<file path="src/rtl/feature_arbiter_pkg.sv">
// Shared definitions for the two-station feature arbiter: authorization codes,
// FSM states and the permission/feature helpers.
package feature_arbiter_pkg;

  typedef enum logic [2:0] {
    AUTH_NONE  = 3'd0,
    AUTH_GUEST = 3'd1,
    AUTH_USER  = 3'd2,
    AUTH_TEST  = 3'd3,
    AUTH_ADMIN = 3'd4
  } auth_t;

  typedef enum logic [1:0] {
    ST_IDLE  = 2'd0,
    ST_GRANT = 2'd1,
    ST_GAP   = 2'd2
  } state_t;

  localparam int unsigned NUM_FEAT = 7;

  // Highest feature code an auth level may select; 0 means nothing is allowed.
  function automatic logic [2:0] auth_limit(input logic [2:0] auth);
    case (auth)
      AUTH_GUEST: return 3'd2;
      AUTH_USER:  return 3'd4;
      AUTH_TEST:  return 3'd6;
      AUTH_ADMIN: return 3'd7;
      default:    return 3'd0;
    endcase
  endfunction

  function automatic logic [NUM_FEAT-1:0] fsel_onehot(input logic [2:0] fsel);
    logic [NUM_FEAT-1:0] v;
    v = '0;
    if (fsel != 3'd0) v = NUM_FEAT'(1) << (fsel - 3'd1);
    return v;
  endfunction

endpackage

</file>
<file path="src/rtl/feature_arbiter_req_capture.sv">
// Per-station request front end: button edge detect, request latch, pending
// flag, permission check and single-cycle deny pulse.
module req_capture
  import feature_arbiter_pkg::*;
(
  input  logic       clk,
  input  logic       rst,
  input  logic       req,
  input  logic [2:0] auth,
  input  logic [2:0] fsel,
  input  logic       clr,
  output logic       valid,
  output logic       deny,
  output logic [2:0] auth_q,
  output logic [2:0] fsel_q
);

  logic req_q;
  logic pending;
  logic permit;

  assign permit = (fsel_q != 3'd0) && (fsel_q <= auth_limit(auth_q));
  assign valid  = pending && permit;

  // req_q resets high so a button still held through reset is not seen as a new press.
  always_ff @(posedge clk or posedge rst) begin
    if (rst) begin
      req_q   <= 1'b1;
      pending <= 1'b0;
      deny    <= 1'b0;
      auth_q  <= '0;
      fsel_q  <= '0;
    end else begin
      req_q <= req;
      deny  <= pending && !permit;
      if (pending) begin
        if (clr || !permit) pending <= 1'b0;
      end else if (req && !req_q) begin
        pending <= 1'b1;
        auth_q  <= auth;
        fsel_q  <= fsel;
      end
    end
  end

endmodule

</file>
<file path="src/rtl/feature_arbiter.sv">
// Grants the shared feature engine to one of two stations by auth priority with
// round-robin tie-break, holding each grant for a bounded time followed by a gap.
module feature_arbiter
  import feature_arbiter_pkg::*;
#(
  parameter int unsigned HOLD_CYCLES = 8,
  parameter int unsigned GAP_CYCLES  = 1
) (
  input  logic                CLK,
  input  logic                RST,
  input  logic                REQ0,
  input  logic [2:0]          AUTH0,
  input  logic [2:0]          FSEL0,
  input  logic                REQ1,
  input  logic [2:0]          AUTH1,
  input  logic [2:0]          FSEL1,
  output logic                GNT0,
  output logic                GNT1,
  output logic [NUM_FEAT-1:0] FEAT_EN,
  output logic                DENY0,
  output logic                DENY1,
  output logic                BUSY
);

  localparam int unsigned HW = (HOLD_CYCLES > 1) ? $clog2(HOLD_CYCLES) : 1;
  localparam int unsigned GW = (GAP_CYCLES > 1) ? $clog2(GAP_CYCLES) : 1;

  logic       valid0, valid1;
  logic [2:0] auth_q0, auth_q1, fsel_q0, fsel_q1;
  logic [1:0] clr;

  state_t              state, state_nxt;
  logic [HW-1:0]       hold_cnt, hold_nxt;
  logic [GW-1:0]       gap_cnt, gap_nxt;
  logic                holder, holder_nxt;
  logic                last, last_nxt;
  logic                win;
  logic                holder_req;
  logic [1:0]          gnt_q, gnt_nxt;
  logic [NUM_FEAT-1:0] feat_q, feat_nxt;

  req_capture u_cap0 (
    .clk    (CLK),
    .rst    (RST),
    .req    (REQ0),
    .auth   (AUTH0),
    .fsel   (FSEL0),
    .clr    (clr[0]),
    .valid  (valid0),
    .deny   (DENY0),
    .auth_q (auth_q0),
    .fsel_q (fsel_q0)
  );

  req_capture u_cap1 (
    .clk    (CLK),
    .rst    (RST),
    .req    (REQ1),
    .auth   (AUTH1),
    .fsel   (FSEL1),
    .clr    (clr[1]),
    .valid  (valid1),
    .deny   (DENY1),
    .auth_q (auth_q1),
    .fsel_q (fsel_q1)
  );

  assign holder_req = holder ? REQ1 : REQ0;

  always_comb begin
    state_nxt  = state;
    hold_nxt   = hold_cnt;
    gap_nxt    = gap_cnt;
    holder_nxt = holder;
    last_nxt   = last;
    clr        = '0;
    gnt_nxt    = '0;
    feat_nxt   = '0;
    win        = 1'b0;

    // Only valid requests are compared, so raw auth codes order correctly.
    if (valid0 && valid1) begin
      if (auth_q0 > auth_q1)      win = 1'b0;
      else if (auth_q1 > auth_q0) win = 1'b1;
      else                        win = ~last;
    end else begin
      win = valid1;
    end

    case (state)
      ST_IDLE: begin
        if (valid0 || valid1) begin
          state_nxt     = ST_GRANT;
          holder_nxt    = win;
          hold_nxt      = '0;
          clr[win]      = 1'b1;
          gnt_nxt[win]  = 1'b1;
          feat_nxt      = fsel_onehot(win ? fsel_q1 : fsel_q0);
        end
      end
      ST_GRANT: begin
        if ((hold_cnt == HW'(HOLD_CYCLES - 1)) || !holder_req) begin
          state_nxt = ST_GAP;
          gap_nxt   = '0;
        end else begin
          hold_nxt        = hold_cnt + 1'b1;
          gnt_nxt[holder] = 1'b1;
          feat_nxt        = feat_q;
        end
      end
      ST_GAP: begin
        if (gap_cnt == GW'(GAP_CYCLES - 1)) begin
          state_nxt = ST_IDLE;
          last_nxt  = holder;
        end else begin
          gap_nxt = gap_cnt + 1'b1;
        end
      end
      default: state_nxt = ST_IDLE;
    endcase
  end

  always_ff @(posedge CLK or posedge RST) begin
    if (RST) begin
      state    <= ST_IDLE;
      hold_cnt <= '0;
      gap_cnt  <= '0;
      holder   <= 1'b0;
      last     <= 1'b1;
      gnt_q    <= '0;
      feat_q   <= '0;
    end else begin
      state    <= state_nxt;
      hold_cnt <= hold_nxt;
      gap_cnt  <= gap_nxt;
      holder   <= holder_nxt;
      last     <= last_nxt;
      gnt_q    <= gnt_nxt;
      feat_q   <= feat_nxt;
    end
  end

  assign GNT0    = gnt_q[0];
  assign GNT1    = gnt_q[1];
  assign FEAT_EN = feat_q;
  assign BUSY    = (state != ST_IDLE);

endmodule
</file>
<file path="config.mk">
export PLATFORM = sky130hd
export DESIGN_NAME = feature_arbiter
export DESIGN_NICKNAME = d
export VERILOG_FILES = /design/src/rtl/feature_arbiter_pkg.sv /design/src/rtl/feature_arbiter_req_capture.sv /design/src/rtl/feature_arbiter.sv
export SDC_FILE = /design/constraint.sdc
export NUM_CORES = 1
export LEC_CHECK = 0
export ABC_CLOCK_PERIOD_IN_PS = 8300
export BUFFER_PORTS_ARGS = -buffer_cell sky130_fd_sc_hd__buf_2
export CAP_MARGIN = 15
export CORE_ASPECT_RATIO = 0.6
export CORE_MARGIN = 4
export CORE_UTILIZATION = 55
export CTS_BUF_LIST = sky130_fd_sc_hd__clkbuf_8
export CTS_CLUSTER_DIAMETER = 100
export CTS_CLUSTER_SIZE = 14
export DETAILED_ROUTE_END_ITERATION = 12
export PLACE_DENSITY = 0.77
export SYNTH_ARGS = -nofsm -noshare
export SYNTH_HDL_FRONTEND = slang
export SYNTH_HIERARCHICAL = 1
export SYNTH_SLANG_ARGS = --single-unit
</file>
<file path="constraint.sdc">
create_clock -name CLK -period 8.3 [get_ports CLK]
set_input_delay 0.83 -clock CLK [delete_from_list [all_inputs] [get_ports CLK]]
set_output_delay 0.83 -clock CLK [all_outputs]
set_load 0.02 [all_outputs]
</file>
==> run_results.csv <==
group,metric,value,unit
outcome,outcome,"complete, no violations",
clock_tree,clk_pin_slew,0.07,ns
clock_tree,tritoncts,"done",
sta,holdWs,0.491,ns
worst_hold_path,hp-class,"flip-flop to flip-flop",
final_layout,n_antenna_cell,0,
drt,drtAntennaViolNets,0,
critical_path,timing.rr.end,"FEAT_EN[6]",
synth,syn-cell-area,0.00190,sq mm
sta,rsz0062_at_grt,"no",
synth,synth-edff-count,0,
power_and_ir_drop,switchingPower,341,uW
drt,wirelength,3940,um
synth,ys_warn_count,6,
power_and_ir_drop,p_int,508,uW
drt,drt_first_iter_violations,91,
drt,detail_route.wl_per_cell,15.3,um
power_and_ir_drop,p_seq_share,33.0,%
clock_tree,cts_hold_buffers,0,
clock_tree,numCtsBuffers,5,
sta,tightest_slew,0.605,ns
sta,setup_viol,0,
synth,ys_ff_latch,34,
sta,skew,0.0107,ns
grt,grt_max_degree,17,
clock_tree,clock_latency,0.29,ns
critical_path,r2r_start,"u_cap1/auth_q[2]",
die,fp.dieH,53.6,um
worst_hold_path,hold_start,"hold_cnt[0]",
drt,wl_met1,1640,um
power_and_ir_drop,switching_share,40.2,%
sta,maxSlewViolCount,0,
critical_path,crit_path_start,"u_cap1/auth_q[2]",
clock_tree,htree_levels,2,
critical_path,r2r_cells,14,
sta,hold_viol_final,0,
critical_path,crit_path_start_kind,"flip-flop",
die,dieArea,0.00450,sq mm
synth,ys_top_cells_by_count,"dfrtp_1, nand2_1, ha_1",
synth,synth_nets,209,
die,core_area,0.00328,sq mm
drt,first_pass_iters,4,
synth,synth_area_leader_cell,"dfrtp_1",
clock_tree,post_cts_buffers,0,
critical_path,critPathArrivalTime,4.32,ns
grt,grt_usage,20.4,%
synth,yosys_most_used_dff,"dfrtp_1",
worst_hold_path,hold_end,"hold_cnt[0]",
critical_path,crit_type,"flip-flop to flip-flop",
synth,synth_cell_types,42,
flow_run,max_cap_viol_count,0,
sta,slew_headroom,59.6,%
drt,drc,0,
synth,syn_inst,181,
drt,wl_met3,259,um
drt,top_layer_used,"met4",
sta,fin_crit_sh,49.7,%
grt,grt_pass1_vias,1544,
critical_path,crit_path_end_kind,"flip-flop",
synth,yosys-top-cells-area,"dfrtp_1, ha_1, mux2_2, nand2_1, dfstp_2",
power_and_ir_drop,clockPowerShare,21.9,%
clock_tree,cts-root-buf,"clkbuf_8",
sta,tns,0,ns
synth,yosys.cell_count.top_type,"dfrtp_1",
drt,route.met2.wl,1940,um
placed_design,io_buffers,27,
critical_path,required,8.50,ns
grt,grt_pass1_wl,6990,um
final_layout,drive_gt1_share,29.2,%
grt,grt.overflow.total,0,
clock_tree,clk_path_buf_depth,2,
clock_tree,cts_resized,0,
critical_path,cp_max_fo,11,
placed_design,hpwl,3120,um
die,ios,28,
power_and_ir_drop,vdd_drop_max,0.000194,V
power_and_ir_drop,powerDensity,384,mW/mm^2
power_and_ir_drop,p_leak,1.06,nW
final_layout,areaGrowthSynthToFinish,16.2,%
placed_design,place.gp.congestion,0.841,
sta,min_period,4.12,ns
synth,synthArstFlopShare,100,%
die,placementRows,16,
final_layout,nets,239,
sta,max_freq,243,MHz
clock_tree,cts_sinks,34,
drt,via_per_inst,5.68,
synth,avgSynthCellArea,10.5,sq um
grt,grt_antenna_before_repair,0,
power_and_ir_drop,p_comb_share,45.1,%
drt,dr_total_vias,1461,
synth,ys_seq_area_share,44.9,%
die,die_w,84.0,um
synth,synth_top_cell_area_share,40.7,%
critical_path,regToRegSetupSlack,4.18,ns
worst_hold_path,hold-path-cell-count,1,
die,start_util,58.0,%
[logic make-up (layout without fill, tap and decap cells)]
| kind of cell | count (synthesis) | count (layout) | synth area share, % |
|---|---|---|---|
| adders and majority gates | 12 | 12 | 7.88 |
| and+or+nand+nor | 79 | 79 | 25.8 |
| AOI/OAI and AO/OA | 30 | 30 | 11.1 |
| muxes | 12 | 12 | 6.96 |
| DFF | 34 | 34 | 44.9 |
| buffers and inverters | 14 | 45 | 3.35 |
[registers in the layout (all words and copies together) (netlist names), 2 cells and up]
register       flops
gnt_q              2
state              2
u_cap0/fsel_q      3
u_cap1/fsel_q      3
u_cap1/auth_q      3
u_cap0/auth_q      3
FEAT_EN            7
hold_cnt           3
[cells in the final DEF (no fill, tap or decap), drive strengths merged, types with 3 or more instances in the layout]
| cell type | instances |
|---|---|
| or3 | 3 |
| o21ai | 7 |
| dfstp | 3 |
| nand3 | 5 |
| nor2 | 9 |
| nand2 | 23 |
| clkbuf | 6 |
| nand3b | 4 |
| nor3 | 5 |
| mux2 | 10 |
| nand4 | 8 |
| buf | 27 |
| nor2b | 4 |
| nand4b | 3 |
| a21oi | 9 |
| inv | 10 |
| o211ai | 8 |
| dfrtp | 31 |
| ha | 12 |
[power by group through the flow]
stage               logic, mW  clock network, mW  registers [mW]
finish                  0.382              0.186           0.280
floorplan               0.300                  0           0.280
detailed placement      0.380                  0           0.283
global placement        0.359                  0           0.278
CTS                     0.382              0.190           0.279
global route            0.431              0.198           0.289
[cell type report]
type	instances	area, sq um
Clock buffer	6	82.6
Clock inverter	2	60.1
Fill cell	251	1070
Inverter	10	37.5
Multi-Input combinational cell	133	986
Sequential cell	34	855
Tap cell	45	56.3
Timing Repair Buffer	27	135
[how the worst max path moves through the flow]
stage | endpoint | slack, ns
4_1_cts | FEAT_EN[6] | 4.22
5_1_grt | FEAT_EN[6] | 3.82
6_report | FEAT_EN[6] | 4.18
3_5_place_dp | FEAT_EN[6] | 4.22
2_1_floorplan | FEAT_EN[6] | 4.95
3_3_place_gp | FEAT_EN[6] | 4.45
[critical path: stages (launching register included)]
cell and delay (ns):
dfrtp_1 0.35, inv_1 0.08, nor3_1 0.35, a21oi_1 0.08
ha_1 0.32, and3_1 0.19, a21oi_1 0.24, nor2_1 0.15
nand2b_1 0.30, and2_1 0.50, mux2_2 0.39, ha_1 0.33
nor4_4 0.44, nand3_1 0.12, o211ai_1 0.20
[routing by layer]
layer	up-vias	GRT usage, %
met1	696	24.0
met4	0	11.0
met5	-	0
met3	11	5.96
met2	50	35.0
li1	704	-
[stage by stage]
stage	util [%]	total power [mW]	worst slack (ns)	std cells	cell area (sq um)
6_report	67.4	0.849	4.18	257	2210
5_1_grt	67.4	0.918	3.82	257	2210
4_1_cts	67.4	0.852	4.22	257	2210
3_5_place_dp	63.0	0.662	4.22	249	2070
3_3_place_gp	63.0	0.637	4.45	249	2070
2_1_floorplan	-	0.580	4.95	181	1900
Note: power is estimated with default switching activity, not from simulation.
